File: src/rtl/if_pkg.sv
`default_nettype none
// ============================================================================
// Module      : if_pkg
// Description : Shared definitions for the MIPS instruction-fetch stage:
//               next-PC select codes, fetch FSM states, NOP word and the
//               default reset PC.
// Revision    : 1.0 - initial release
// ============================================================================
package if_pkg;

  // Next-PC select codes driven by the control unit (2'b11 behaves as PC+4)
  localparam logic [1:0] DIR_PC4 = 2'b00;
  localparam logic [1:0] DIR_J   = 2'b01;
  localparam logic [1:0] DIR_JR  = 2'b10;

  // Fetch FSM: FETCH talks to memory, HOLD parks a word during a stall
  typedef enum logic [0:0] {
    FETCH = 1'b0,
    HOLD  = 1'b1
  } if_state_e;

  localparam logic [31:0] NOP          = 32'h0000_0000;
  localparam logic [31:0] PC_RESET_DEF = 32'h0000_0000;

endpackage : if_pkg
`default_nettype wire

File: src/rtl/calc_pc_sig.sv
`default_nettype none
// ============================================================================
// Module      : calc_pc_sig
// Description : Combinational next-PC helper. Produces the sequential PC+4
//               and the redirect target selected by the control unit.
// Ports       : pc_i        - current fetch PC
//               pc4_ifid_i  - PC+4 of the instruction sitting in IF/ID
//               instr_idx_i - 26-bit jump index of the IF/ID instruction
//               dir_jr_i    - register target for jr
//               sel_dir_i   - next-PC select code
//               pc_mas4_o   - pc_i + 4 (wraps modulo 2^ANCHO)
//               target_o    - redirect target (pc_i when no jump selected)
// Revision    : 1.0 - initial release
// ============================================================================
module calc_pc_sig
  import if_pkg::*;
#(
  parameter int ANCHO = 32
) (
  input  logic [ANCHO-1:0] pc_i,
  input  logic [ANCHO-1:0] pc4_ifid_i,
  input  logic [25:0]      instr_idx_i,
  input  logic [ANCHO-1:0] dir_jr_i,
  input  logic [1:0]       sel_dir_i,
  output logic [ANCHO-1:0] pc_mas4_o,
  output logic [ANCHO-1:0] target_o
);

  // j only keeps the top nibble of the delay-slot PC
  logic unused_pc4_lo;
  assign unused_pc4_lo = ^pc4_ifid_i[ANCHO-5:0];

  assign pc_mas4_o = pc_i + ANCHO'(4);

  always_comb begin
    target_o = pc_i;
    case (sel_dir_i)
      DIR_J:   target_o = {pc4_ifid_i[ANCHO-1:ANCHO-4], instr_idx_i, 2'b00};
      DIR_JR:  target_o = dir_jr_i;
      default: target_o = pc_i;
    endcase
  end

endmodule : calc_pc_sig
`default_nettype wire

File: src/rtl/etapa_if.sv
`default_nettype none
// ============================================================================
// Module      : etapa_if
// Description : MIPS instruction-fetch stage. Holds the PC, fetches from
//               instruction memory with a ready handshake, resolves j/jr
//               redirects and owns the IF/ID pipe register (flush + stall).
// Ports       : clk, rst_n         - clock, async active-low reset
//               SEL_DIR            - next-PC select (00 PC+4, 01 j, 10 jr)
//               resetIF            - flush IF/ID (redirect request)
//               MEM_RD_I           - active-low fetch enable from control
//               stall              - hazard hold of PC and IF/ID
//               dir_jr             - jr target
//               mem_dir, mem_rd_n  - instruction memory address / request
//               mem_dato, mem_listo- instruction word / ready
//               instr_IFID, pc4_IFID, valido_IFID - IF/ID register
// Revision    : 1.0 - initial release
// ============================================================================
module etapa_if
  import if_pkg::*;
#(
  parameter int               ANCHO    = 32,
  parameter logic [ANCHO-1:0] PC_RESET = PC_RESET_DEF
) (
  input  logic             clk,
  input  logic             rst_n,
  input  logic [1:0]       SEL_DIR,
  input  logic             resetIF,
  input  logic             MEM_RD_I,
  input  logic             stall,
  input  logic [ANCHO-1:0] dir_jr,
  output logic [ANCHO-1:0] mem_dir,
  output logic             mem_rd_n,
  input  logic [ANCHO-1:0] mem_dato,
  input  logic             mem_listo,
  output logic [ANCHO-1:0] instr_IFID,
  output logic [ANCHO-1:0] pc4_IFID,
  output logic             valido_IFID
);

  if_state_e        state_q;
  logic [ANCHO-1:0] pc_q;
  logic             req_q;       // request issued, ready not yet seen
  logic             pend_q;      // redirect accepted while request in flight
  logic [ANCHO-1:0] tgt_q;
  logic [ANCHO-1:0] buf_instr_q;
  logic [ANCHO-1:0] buf_pc4_q;
  logic [ANCHO-1:0] instr_q;
  logic [ANCHO-1:0] pc4_q;
  logic             valido_q;

  logic [ANCHO-1:0] pc_mas4;
  logic [ANCHO-1:0] target;
  logic             req_active;
  logic             data_ok;
  logic             jmp;
  logic             fl_only;
  logic             deliver;

  calc_pc_sig #(
    .ANCHO (ANCHO)
  ) u_calc_pc_sig (
    .pc_i        (pc_q),
    .pc4_ifid_i  (pc4_q),
    .instr_idx_i (instr_q[25:0]),
    .dir_jr_i    (dir_jr),
    .sel_dir_i   (SEL_DIR),
    .pc_mas4_o   (pc_mas4),
    .target_o    (target)
  );

  // rst_n gates the request so an in-flight fetch is dropped the moment
  // reset asserts, and the first fetch goes out right after release.
  assign mem_rd_n   = !rst_n || (state_q == HOLD) || (MEM_RD_I && !req_q);
  assign mem_dir    = pc_q;
  assign req_active = !mem_rd_n;
  assign data_ok    = req_active && mem_listo;

  // Only a real instruction in IF/ID may steer the PC
  assign jmp     = valido_q && !stall && resetIF &&
                   ((SEL_DIR == DIR_J) || (SEL_DIR == DIR_JR));
  // Flush without a PC change: IF/ID gets a bubble, the fetch stream is
  // kept intact (an arriving word is parked in the skid buffer).
  assign fl_only = resetIF && !stall && !jmp;
  assign deliver = data_ok && !pend_q && !jmp && !fl_only && !stall;

  assign instr_IFID  = instr_q;
  assign pc4_IFID    = pc4_q;
  assign valido_IFID = valido_q;

  always_ff @(posedge clk or negedge rst_n) begin
    if (!rst_n) begin
      state_q     <= FETCH;
      pc_q        <= PC_RESET;
      req_q       <= 1'b0;
      pend_q      <= 1'b0;
      tgt_q       <= '0;
      buf_instr_q <= NOP;
      buf_pc4_q   <= '0;
      instr_q     <= NOP;
      pc4_q       <= '0;
      valido_q    <= 1'b0;
    end else begin
      case (state_q)
        FETCH: begin
          req_q <= req_active && !mem_listo;

          if (data_ok) begin
            if (pend_q || jmp) begin
              // wrong-path word: dropped, fetch restarts at the target
              pc_q   <= pend_q ? tgt_q : target;
              pend_q <= 1'b0;
            end else if (stall || fl_only) begin
              buf_instr_q <= mem_dato;
              buf_pc4_q   <= pc_mas4;
              pc_q        <= pc_mas4;
              state_q     <= HOLD;
            end else begin
              pc_q <= pc_mas4;
            end
          end else if (jmp) begin
            if (req_active) begin
              // cannot abandon the request: remember where to go next
              tgt_q  <= target;
              pend_q <= 1'b1;
            end else begin
              pc_q <= target;
            end
          end

          if (!stall) begin
            if (deliver) begin
              instr_q  <= mem_dato;
              pc4_q    <= pc_mas4;
              valido_q <= 1'b1;
            end else begin
              instr_q  <= NOP;
              pc4_q    <= '0;
              valido_q <= 1'b0;
            end
          end
        end

        HOLD: begin
          if (!stall) begin
            if (jmp) begin
              pc_q     <= target;
              state_q  <= FETCH;
              instr_q  <= NOP;
              pc4_q    <= '0;
              valido_q <= 1'b0;
            end else if (fl_only) begin
              instr_q  <= NOP;
              pc4_q    <= '0;
              valido_q <= 1'b0;
            end else begin
              instr_q  <= buf_instr_q;
              pc4_q    <= buf_pc4_q;
              valido_q <= 1'b1;
              state_q  <= FETCH;
            end
          end
        end

        default: state_q <= FETCH;
      endcase
    end
  end

endmodule : etapa_if
`default_nettype wire

File: config.mk
export PLATFORM = sky130hd
export DESIGN_NAME = etapa_if
export DESIGN_NICKNAME = d
export VERILOG_FILES = /design/src/rtl/if_pkg.sv /design/src/rtl/calc_pc_sig.sv /design/src/rtl/etapa_if.sv
export SDC_FILE = /design/constraint.sdc
export NUM_CORES = 1
export LEC_CHECK = 0
export CAP_MARGIN = 10
export CORE_UTILIZATION = 53
export CTS_CLUSTER_DIAMETER = 40
export DETAILED_ROUTE_END_ITERATION = 8
export HOLD_SLACK_MARGIN = 0.1
export PLACE_DENSITY = 0.78
export RECOVER_POWER = 50
export SETUP_SLACK_MARGIN = 0.1
export SYNTH_ARGS = -nofsm -noshare
export SYNTH_HDL_FRONTEND = slang
export SYNTH_SLANG_ARGS = --single-unit
File: constraint.sdc
create_clock -name clk -period 2.55 [get_ports clk]
set_input_delay 0.765 -clock clk [delete_from_list [all_inputs] [get_ports clk]]
set_output_delay 0.765 -clock clk [all_outputs]
set_load 0.005 [all_outputs]
==> reports/summary.txt <==
Area growth syn-to-layout = 33.7%
Synthesized Nets = 1126
Synth warnings = 0
Critical Path Fanout Max = 2
Final ANT Viol Nets = 0
Worst Skew = 0.0125 ns
DP Area = 12200 um2
CP endpoint kind = primary output
Die Footprint = 18700 um2
Synth Instances = 1051
WL met3 = 2.92 mm
Top-level I/O count = 170
Final WL = 29.6 mm
Synthesized flop and latch total = 196
N_diodes = 0
Setup TNS = 0 ns
Total GRT Usage = 32.8%
Worst-Margin Slew = 0.870 ns
Post-synthesis adder-cell area fraction = 0.390%
Metal-1 WL = 12.3 mm
Synth Area in XOR/XNOR = 2.37%
Reg-to-Reg End = mem_dir[20]
CTS clk-pin slew, worst paths = 0.07 ns
Post-DR wirelength/cell = 19.8 um
Placement Rows = 48
CTS tree = done
CP arrival = 1.60 ns
I/O Buffers = 169
Global-route wire length before repair = 46.8 mm
Via density = 6.11
Max_cap viols = 0
Pin count of the biggest net entering global routing = 165
Uppermost layer routed = met4
Number of global-route vias before repair = 8811
Dpl cells = 1460
Post-Syn Area = 9610 um2
Total CTS buffers = 17
Top FF cell, synth = dfrtp_1
Initial Utilization = 55.0%
Hold Vio Cnt, Final = 0
# fillers = 1330
Most frequent cells in the layout = nand2_1 (274), dfrtp_1 (195), clkdlybuf4s50_1 (128)
Slew Viols, Final = 0
Vert. Die Dim = 137 um
Detail Placement HPWL = 20.7 mm
Largest family of logic cells by synthesized area = compound AO/OA/AOI/OAI gates
Post-synth EDFFs = 0
Final instance area = 12900 um2
Worst r2r src = mem_dir[3]
Vias after detailed routing = 9131
Worst-Skew Late Latency = 0.45 ns
RSZ-0062 raised after global routing = false
Num Clock Sinks = 196
Share of post-route cells with drive strength above 1 = 13.9%
Worst setup path category = in2out
Final setup fails = 0
Most common cell after layout, fill and taps aside = nand2_1
Pwr dens = 766 nW/um2
VDD IR-drop max = 0.000558 V
FF-to-FF setup slack = 0.21 ns
Overflow after GRT = 0
Fmax = 0.423 GHz
DRT Pass-1 Iters = 6
Netlist cell types = 60
Type of origin of the critical path = input port
Initial drt markers = 954
Synth Area in Simple Gates = 17.2%
Core ar. = 17500 um2
Post-synth ARST share = 100%
Post-route clock period utilization = 92.8%
Total power = 9.84 mW
Nets = 1332
Finished Layout Cells = 1495
Sequential cell area fraction in the yosys report = 51.0%
Clk buf depth = 2
Compound-cell area share of the yosys netlist = 22.3%
Status = completed
H-tree depth = 4
Root Driver = clkbuf_16
GPL Wtd Cong = 0.886
Die X = 137 um
Final min period = 2.37 ns
CP required = 1.79 ns
Hold Crit Class = in2async
Met2 wire len = 13.7 mm
Lkg Pwr = 5.86 nW
Finished Core Util = 73.5%
Worst slew margin = 42.0%
Initial antenna violation count = 0
Reg2Reg Depth = 6
DR DRC count = 0
Mux share of post-synthesis cell area = 2.56%
Syn avg cell area = 9.15 um2
==> area by class of cell <==
class | count | area, um2 | share of cell area, %
sequential | 196 | 4910 | 38.2
multi-input combinational | 758 | 4430 | 34.5
timing repair buffer | 273 | 2600 | 20.3
clock buffer | 17 | 425 | 3.31
tap | 225 | 282 | 2.19
clock inverter | 15 | 155 | 1.21
inverter | 11 | 50.0 | 0.389
==> repair_timing <==
action,in CTS,in global routing
pin swaps,1,3
setup buffers,0,1
endpoints found under the setup margin,102,34
gates cloned,2,0
gates resized for setup,8,11
hold buffers,0,0
==> per-layer routing <==
metal | track usage, % | vias up
li1 | - | 4185
met1 | 44.8 | 4387
met2 | 51.2 | 500
met3 | 7.70 | 59
met4 | 11.2 | 0
met5 | 0 | -
==> synthesized netlist by cell type (11+ instances only) <==
cell type	n	area share, %
buf_2	11	0.57
nand2_1	274	11
o21ai_0	114	5.9
dfrtp_1	196	51
mux2_2	13	1.5
a22oi_1	86	6.7
nor2_1	28	1.1
clkbuf_1	69	2.7
xnor2_1	16	1.5
inv_1	11	0.43
a22o_1	14	1.3
nor3_1	12	0.62
nand3_1	15	0.78
o21ai_1	12	0.62
a21oi_1	19	0.99
==> metrics by stage <==
step	setup WS, ns	hold slack, ns
floorplan	0.0567	0.439
global placement	-0.420	0.452
detailed placement	-0.497	0.463
CTS	0.0985	0.424
global route	0.130	0.440
finish	0.184	0.413
==> critical path, cell delays in order <==
cell and delay [ns]:
clkdlybuf4s50_1 0.45, nand2b_1 0.07, nand2_1 0.09, dlygate4sd2_1 0.23
==> kinds of logic after synthesis <==
logic type                 after synthesis
and+or+nand+nor                        380
AOI/OAI and AO/OA                      324
DFF                                    196
buffers and inverters                   99
xor gates and xnor gates                26
muxes                                   23
adders and majority gates                3
==> flip-flops by register name (all words and copies together) (netlist names) <==
signal / count
mem_dir: 32
req_q: 1
pc4_IFID: 32
state_q: 1
buf_pc4_q: 32
valido_IFID: 1
buf_instr_q: 32
instr_IFID: 32
tgt_q: 32
pend_q: 1
==> how the worst max path moves through the flow <==
stage | startpoint | endpoint | slack (ns) | cells past startpoint
floorplan | SEL_DIR[1] | tgt_q[10] | 0.06 | 8
global placement | SEL_DIR[0] | buf_instr_q[8] | -0.42 | 9
detailed placement | SEL_DIR[0] | buf_instr_q[31] | -0.50 | 9
CTS | SEL_DIR[1] | tgt_q[24] | 0.1 | 6
global route | MEM_RD_I | mem_rd_n | 0.13 | 4
finish | MEM_RD_I | mem_rd_n | 0.18 | 4
==> power by group <==
part           internal (mW)  leakage, nW  switching, mW
registers               3.81         2.59          0.624
logic                   1.37         2.99           1.39
clock network           1.31        0.283           1.33
Note: power is estimated with default switching activity, not from simulation.
